## src/rtl/mem_port_arbiter.sv

```systemverilog
// mem_port_arbiter
// Shares one Data_Memory line port between the instruction cache (port 0)
// and dcache_top (port 1). One line transaction at a time, round-robin on
// ties, with a watchdog that abandons a transaction the memory never acks.
module mem_port_arbiter #(
  parameter int TIMEOUT = 64,
  parameter int CNT_W   = 7
) (
  input  logic         clk_i,
  input  logic         rst_i,
  input  logic [31:0]  r0_addr_i,
  input  logic [255:0] r0_data_i,
  input  logic         r0_enable_i,
  input  logic         r0_write_i,
  output logic         r0_ack_o,
  output logic [255:0] r0_data_o,
  input  logic [31:0]  r1_addr_i,
  input  logic [255:0] r1_data_i,
  input  logic         r1_enable_i,
  input  logic         r1_write_i,
  output logic         r1_ack_o,
  output logic [255:0] r1_data_o,
  output logic [31:0]  mem_addr_o,
  output logic [255:0] mem_data_o,
  output logic         mem_enable_o,
  output logic         mem_write_o,
  input  logic         mem_ack_i,
  input  logic [255:0] mem_data_i,
  output logic         grant_o,
  output logic         busy_o,
  output logic         err_o
);

  localparam logic [1:0] IDLE    = 2'd0;
  localparam logic [1:0] BUSY    = 2'd1;
  localparam logic [1:0] RELEASE = 2'd2;

  localparam logic [CNT_W-1:0] WDOG_LAST = CNT_W'(TIMEOUT - 1);

  logic [1:0]       state_q, state_d;
  logic             grant_q, grant_d;
  logic             last_q, last_d;
  logic [CNT_W-1:0] wdog_q, wdog_d;
  logic             err_q, err_d;

  logic             busy;
  logic             selEnable;
  logic             selWrite;
  logic [31:0]      selAddr;
  logic [255:0]     selData;

  // Route the granted requester's fields toward the memory side
  always_comb begin
    selEnable = grant_q ? r1_enable_i : r0_enable_i;
    selWrite  = grant_q ? r1_write_i  : r0_write_i;
    selAddr   = grant_q ? r1_addr_i   : r0_addr_i;
    selData   = grant_q ? r1_data_i   : r0_data_i;
  end

  // Next-state logic: grant decision in IDLE, completion/abort/timeout in BUSY
  always_comb begin
    state_d = state_q;
    grant_d = grant_q;
    last_d  = last_q;
    wdog_d  = wdog_q;
    err_d   = err_q;
    case (state_q)
      IDLE: begin
        if (r0_enable_i && r1_enable_i) begin
          grant_d = ~last_q;
          state_d = BUSY;
        end else if (r0_enable_i) begin
          grant_d = 1'b0;
          state_d = BUSY;
        end else if (r1_enable_i) begin
          grant_d = 1'b1;
          state_d = BUSY;
        end
      end
      BUSY: begin
        if (mem_ack_i) begin
          last_d  = grant_q;
          wdog_d  = '0;
          state_d = RELEASE;
        end else if (!selEnable) begin
          wdog_d  = '0;
          state_d = RELEASE;
        end else if (wdog_q == WDOG_LAST) begin
          err_d   = 1'b1;
          wdog_d  = '0;
          state_d = RELEASE;
        end else begin
          wdog_d  = wdog_q + 1'b1;
        end
      end
      RELEASE: begin
        state_d = IDLE;
      end
      default: begin
        state_d = IDLE;
      end
    endcase
  end

  // State registers; last starts at 1 so port 0 wins the first tie
  always_ff @(posedge clk_i or posedge rst_i) begin
    if (rst_i) begin
      state_q <= IDLE;
      grant_q <= 1'b0;
      last_q  <= 1'b1;
      wdog_q  <= '0;
      err_q   <= 1'b0;
    end else begin
      state_q <= state_d;
      grant_q <= grant_d;
      last_q  <= last_d;
      wdog_q  <= wdog_d;
      err_q   <= err_d;
    end
  end

  // Outputs: memory side only driven in BUSY, acks pass through combinationally
  always_comb begin
    busy         = (state_q == BUSY);
    busy_o       = busy;
    grant_o      = grant_q;
    err_o        = err_q;
    mem_enable_o = busy ? selEnable : 1'b0;
    mem_write_o  = busy ? selWrite  : 1'b0;
    mem_addr_o   = busy ? selAddr   : 32'd0;
    mem_data_o   = busy ? selData   : 256'd0;
    r0_ack_o     = busy && mem_ack_i && !grant_q;
    r1_ack_o     = busy && mem_ack_i && grant_q;
    r0_data_o    = r0_ack_o ? mem_data_i : 256'd0;
    r1_data_o    = r1_ack_o ? mem_data_i : 256'd0;
  end

endmodule

```

## config.mk

```make
export PLATFORM = sky130hd
export DESIGN_NAME = mem_port_arbiter
export DESIGN_NICKNAME = d
export VERILOG_FILES = /design/src/rtl/mem_port_arbiter.sv
export SDC_FILE = /design/constraint.sdc
export NUM_CORES = 1
export LEC_CHECK = 0
export BUFFER_PORTS_ARGS = -buffer_cell sky130_fd_sc_hd__buf_2
export CORE_AREA = 2 2 633 635
export CTS_CLUSTER_SIZE = 28
export DETAILED_ROUTE_END_ITERATION = 8
export DIE_AREA = 0 0 635 637
export RECOVER_POWER = 50
export SLEW_MARGIN = 25
export SYNTH_ARGS = -nofsm -noshare
export SYNTH_HDL_FRONTEND = slang
export SYNTH_SLANG_ARGS = --single-unit
```

## constraint.sdc

```tcl
create_clock -name clk_i -period 2.4 [get_ports clk_i]
set_input_delay 0.24 -clock clk_i [delete_from_list [all_inputs] [get_ports clk_i]]
set_output_delay 0.24 -clock clk_i [all_outputs]
set_load 0.005 [all_outputs]
```

### Word-level counts from Yosys, hierarchy flattened

Cells that the tools add are included.

| storage, ports and cells | value |
|---|---|
| RAM bits | 0 |
| logic and storage cells | 46 |
| input bits | 839 |
| register bits | 12 |
| latch bits | 0 |
| memory bits (read-only) | 0 |
| output and inout port bits | 807 |
| memories kept | 0 |

| cells by class | value |
|---|---|
| muxes and demuxes | 23 |
| reductions and logical operators | 11 |
| add/subtract/negate cells | 1 |
| equality and inequality tests | 4 |
| shift-type cells | 0 |
| div/mod/pow operators | 0 |
| multipliers | 0 |
| bitwise gates (word level) | 2 |
| order comparisons | 0 |

Operator list:

| cell | count |
|---|---|
| two-way mux 256 bit | 4 |
| two-way mux 32 bit | 2 |
| two-way mux 7 bit | 3 |
| two-way mux 2 bit | 6 |
| adder 7 x 1 -> 7 bit (second input constant) | 1 |
| equality test 7 x 6 -> 1 bit (second input constant) | 1 |
| two-way mux 1 bit | 7 |
| AND reduction 2 bit | 3 |
| logical AND 1 bit | 4 |
| != test 4 x 3 -> 1 bit (second input constant) | 1 |
| != test 4 bit (second input constant) | 1 |
| case mux 2 bit (2 select lines) | 1 |
| AND reduction 4 bit | 1 |
| nonzero test 3 bit | 1 |
| equality test 2 x 1 -> 1 bit (second input constant) | 1 |
| zero test 2 bit | 1 |
| NOT 1 bit | 2 |
| zero test 1 bit | 1 |

### Logic depth before layout (Yosys ltp)

| depth | value |
|---|---|
| word-level depth | 5 |
| gate-level depth with buffers | 8 |
| gate-level depth less buffers | 5 |

### Worst setup path before layout

No wires, ideal clock.

| timing | value |
|---|---|
| kind | register to output |
| start point | reg state_q[1] |
| end point | out r1_data_o[100] |
| setup slack | 0.774 ns |
| buffers on the path | 4 |
| data arrival time | 1.386 ns |
| required time | 2.160 ns |
| stages on the path, launching flop included | 9 |
| cells stage by stage | dfrtp_1 > nand2b_1 > buf_4 > inv_4 > and3_1 > buf_4 > buf_6 > buf_6 > and2_1 |

| on the way | value |
|---|---|
| word-level cells in the longest chain between the ends | 4 |

Ends and longest elaborated chain:

| element | line | source |
|---|---|---|
| start: declaration | 40 | `logic [1:0] state_q, state_d;` |
| start signal: assignment | 114 | `state_q <= state_d;` |
| equality test 2 x 1 -> 1 bit | 124 | `busy = (state_q == BUSY);` |
| net busy_o | 30 | `output logic busy_o,` |
| logical AND 1 bit (2 in a row) | 133 | `r1_ack_o = busy && mem_ack_i && grant_q;` |
| two-way mux 256 bit | 135 | `r1_data_o = r1_ack_o ? mem_data_i : 256'd0;` |
| end: declaration | 22 | `output logic [255:0] r1_data_o,` |

The timed path passes the listed nets, and every way through them passes these cells.

### Worst setup path after layout

| timing | value |
|---|---|
| start point | reg grant_q, in the netlist grant_o |
| end point | out mem_data_o[120] |

| on the way | value |
|---|---|
| word-level cells in the longest chain between the ends | 2 |

Ends and longest elaborated chain:

| element | line | source |
|---|---|---|
| start: declaration | 41 | `logic grant_q, grant_d;` |
| start signal: assignment | 115 | `grant_q <= grant_d;` |
| two-way mux 256 bit | 57 | `selData = grant_q ? r1_data_i : r0_data_i;` |
| two-way mux 256 bit | 131 | `mem_data_o = busy ? selData : 256'd0;` |
| end: declaration | 24 | `output logic [255:0] mem_data_o,` |

No other way between the ends.

==> summary.txt <==
standby leakage power = 0.0126 uW
cts bufs inserted = 3
share of the clock period used by the worst path after layout = 102%
fin nets = 3711
cell area power density = 674 nW/um2
num rows = 232
H-tree levels = 1
num ports = 1646
MaxCap Viol Count = 0
Post-Syn Area per Cell = 6.69 um2
number of port buffers = 1645
Synthesized Nets = 2115
leading cell type in the layout, fill and taps excluded = sky130_fd_sc_hd__buf_2
worst setup path class = flip-flop to output pin
total half-perimeter wirelength after legalization and detailed placement = 377000 um
root buffer cell = sky130_fd_sc_hd__clkbuf_16
Final Total Pwr = 18200 uW
flop2flop setup slack = 0.61 ns
Cell variety after synth = 33
status = finished, violations left
data required time at the worst endpoint = 2.16 ns
top library cells by usage in the layout, fill and taps aside = sky130_fd_sc_hd__buf_2, sky130_fd_sc_hd__and2_1, sky130_fd_sc_hd__nor2_1, sky130_fd_sc_hd__mux2i_1, sky130_fd_sc_hd__buf_12
R2R Path Start = grant_o$_DFFE_PP0P_
peak ir drop on the vdd network = 0.000345 V
Post-Synthesis Cells = 1275
drt total wl = 389000 um
worst rel slew slack = 42.5%
fraction of final layout cells sized beyond drive strength 1 = 60.6%
clock sinks = 12
total track usage = 18.4%
endpoint type of the worst setup path = output pin
CTS Hold Bufs = 0
total congestion overflow = 0
Worst R2R Path Depth = 6
standard cell core area = 398000 um2
Starting Density = 2.14%
signal arrival time at the worst endpoint = 2.20 ns
Max Freq = 0.409 GHz
slew of the pin with the lowest slew margin = 0.862 ns
final setup violation count = 2
reg2reg end = wdog_q[5]$_DFFE_PP0N_
maximum fanout along the worst path = 12
chip width = 635 um
Post-route DRC = 0
number of max-slew violations in the final report = 0
share of the core filled with cells = 6.80%
floorplan die area = 404000 um2
number of global-route vias before repair = 15800
buffer depth of the longest clock path = 2
count of synthesis-stage warnings from yosys = 0
Final TNS setup = -0.0796 ns
pin count of the biggest net entering global routing = 73
class of the most critical hold timing path = input port to async pin
wire per inst = 45.3 um
TritonCTS clock tree = done
FF+latch count, synth = 12
floorplan die height = 637 um
clock-pin slew on the worst setup and hold paths = 0.04 ns
violations in the final reports = setup timing
via density per instance = 2.37
Clock Latency Late Sink = 0.24 ns
launch point of the critical path = grant_o$_DFFE_PP0P_
DRT Pass-1 Iters = 6
post-detailed-route count of antenna-violating nets = 0
count of routing violations after the opening detailed-route iteration = 1879
combined area of all synthesized cells = 8530 um2
proportion of synthesized chip area in sequential cells = 3.54%
wire length of the first global-routing pass = 422000 um
initial antenna violation count = 592
Post-Route Skew = 0.000479 ns
global placement routability congestion = 1.24
Final Hold Violating Endpoints = 0
slack of the critical path = -0.0424 ns
fin crit period = 2.44 ns
RSZ-0062 raised after global routing = yes
CP startpoint kind = flip-flop
Area growth, synth to finish = 218%
vias = 20300
[cell usage after synthesis, drive strengths merged]
cell | instances | share of area, %
dfrtp | 11 | 3.2
inv | 3 | 0.16
or3b | 1 | 0.10
mux2i | 290 | 34
a22o | 1 | 0.10
a211o | 1 | 0.10
and4b | 1 | 0.12
nand2 | 9 | 0.40
o21ai | 6 | 0.35
nand3 | 2 | 0.12
a21oi | 4 | 0.23
a41oi | 1 | 0.10
ha | 1 | 0.15
a31oi | 3 | 0.22
o31ai | 1 | 0.088
a31o | 1 | 0.10
nor2 | 297 | 13
clkbuf | 57 | 2.8
a211oi | 1 | 0.15
and2 | 513 | 38
a21boi | 1 | 0.088
nand2b | 2 | 0.15
buf | 66 | 5.9
dfstp | 1 | 0.31
and3 | 1 | 0.073
[sequential cells by signal, indices dropped and copies added (netlist names)]
name	count
last_q	1
err_o	1
state_q	2
wdog_q	7
grant_o	1
[power breakdown]
group,internal [uW],switching [uW]
Clock,224,90.6
Sequential,261,56.2
Combinational,7230,10400
Total,7710,10500
[metrics by stage]
step | hold slack, ns | setup slack [ns] | std cells | area (um2)
global placement | 0.269 | -0.337 | 8128 | 25700
finish | 0.0140 | -0.0424 | 8582 | 27100
floorplan | 0.104 | 0.774 | 1275 | 8530
global route | 0.0465 | -0.0772 | 8261 | 26300
detailed placement | 0.274 | -0.0308 | 8128 | 25700
CTS | 0.0212 | -0.115 | 8132 | 25900
[worst max-delay path by stage]
stage / end
6_report: mem_data_o[120]
3_3_place_gp: mem_data_o[54]
5_1_grt: mem_data_o[152]
4_1_cts: mem_data_o[148]
3_5_place_dp: mem_data_o[251]
2_1_floorplan: r1_data_o[100]
[timing repair]
action / in CTS / in global routing
setup endpoints to repair: 15 / 13
gates resized for setup: 14 / 3
gates cloned: 0 / 1
buffers inserted: 0 / 2
[area by class of cell]
class | instances | area [um2]
repair buffers | 1714 | 11400
flip-flops and latches | 12 | 305
clock buffers | 4 | 78.8
multi-input cells | 1137 | 7590
well taps | 5265 | 6590
diodes | 447 | 1120
inverters | 3 | 13.8
fillers | 47000 | 371000
[logic make-up (layout without fill, tap and decap cells)]
logic type	Yosys count	in the layout	synth area share (%)
compound gates	20	20	1.54
fa+ha+maj	1	1	0.147
buf+inv	126	1721	8.94
flops	12	12	3.54
mux	290	290	34.0
other cells	0	447	0
simple gates	826	826	51.8
[critical path, cell delays in order (launching register included)]
cell,delay [ns]
sky130_fd_sc_hd__dfrtp_4,0.45
sky130_fd_sc_hd__buf_12,0.19
sky130_fd_sc_hd__buf_4,0.27
sky130_fd_sc_hd__mux2i_2,0.63
sky130_fd_sc_hd__nor2_1,0.16
sky130_fd_sc_hd__buf_12,0.18
[layer usage]
layer	up-vias	routed length, um	GRT usage, %
met5	-	2790	0.768
met4	326	15900	5.26
met3	1227	58800	12.5
met2	2295	204000	34.9
met1	8662	107000	14.9
li1	7799	-	-
Note: power is estimated with default switching activity, not from simulation.
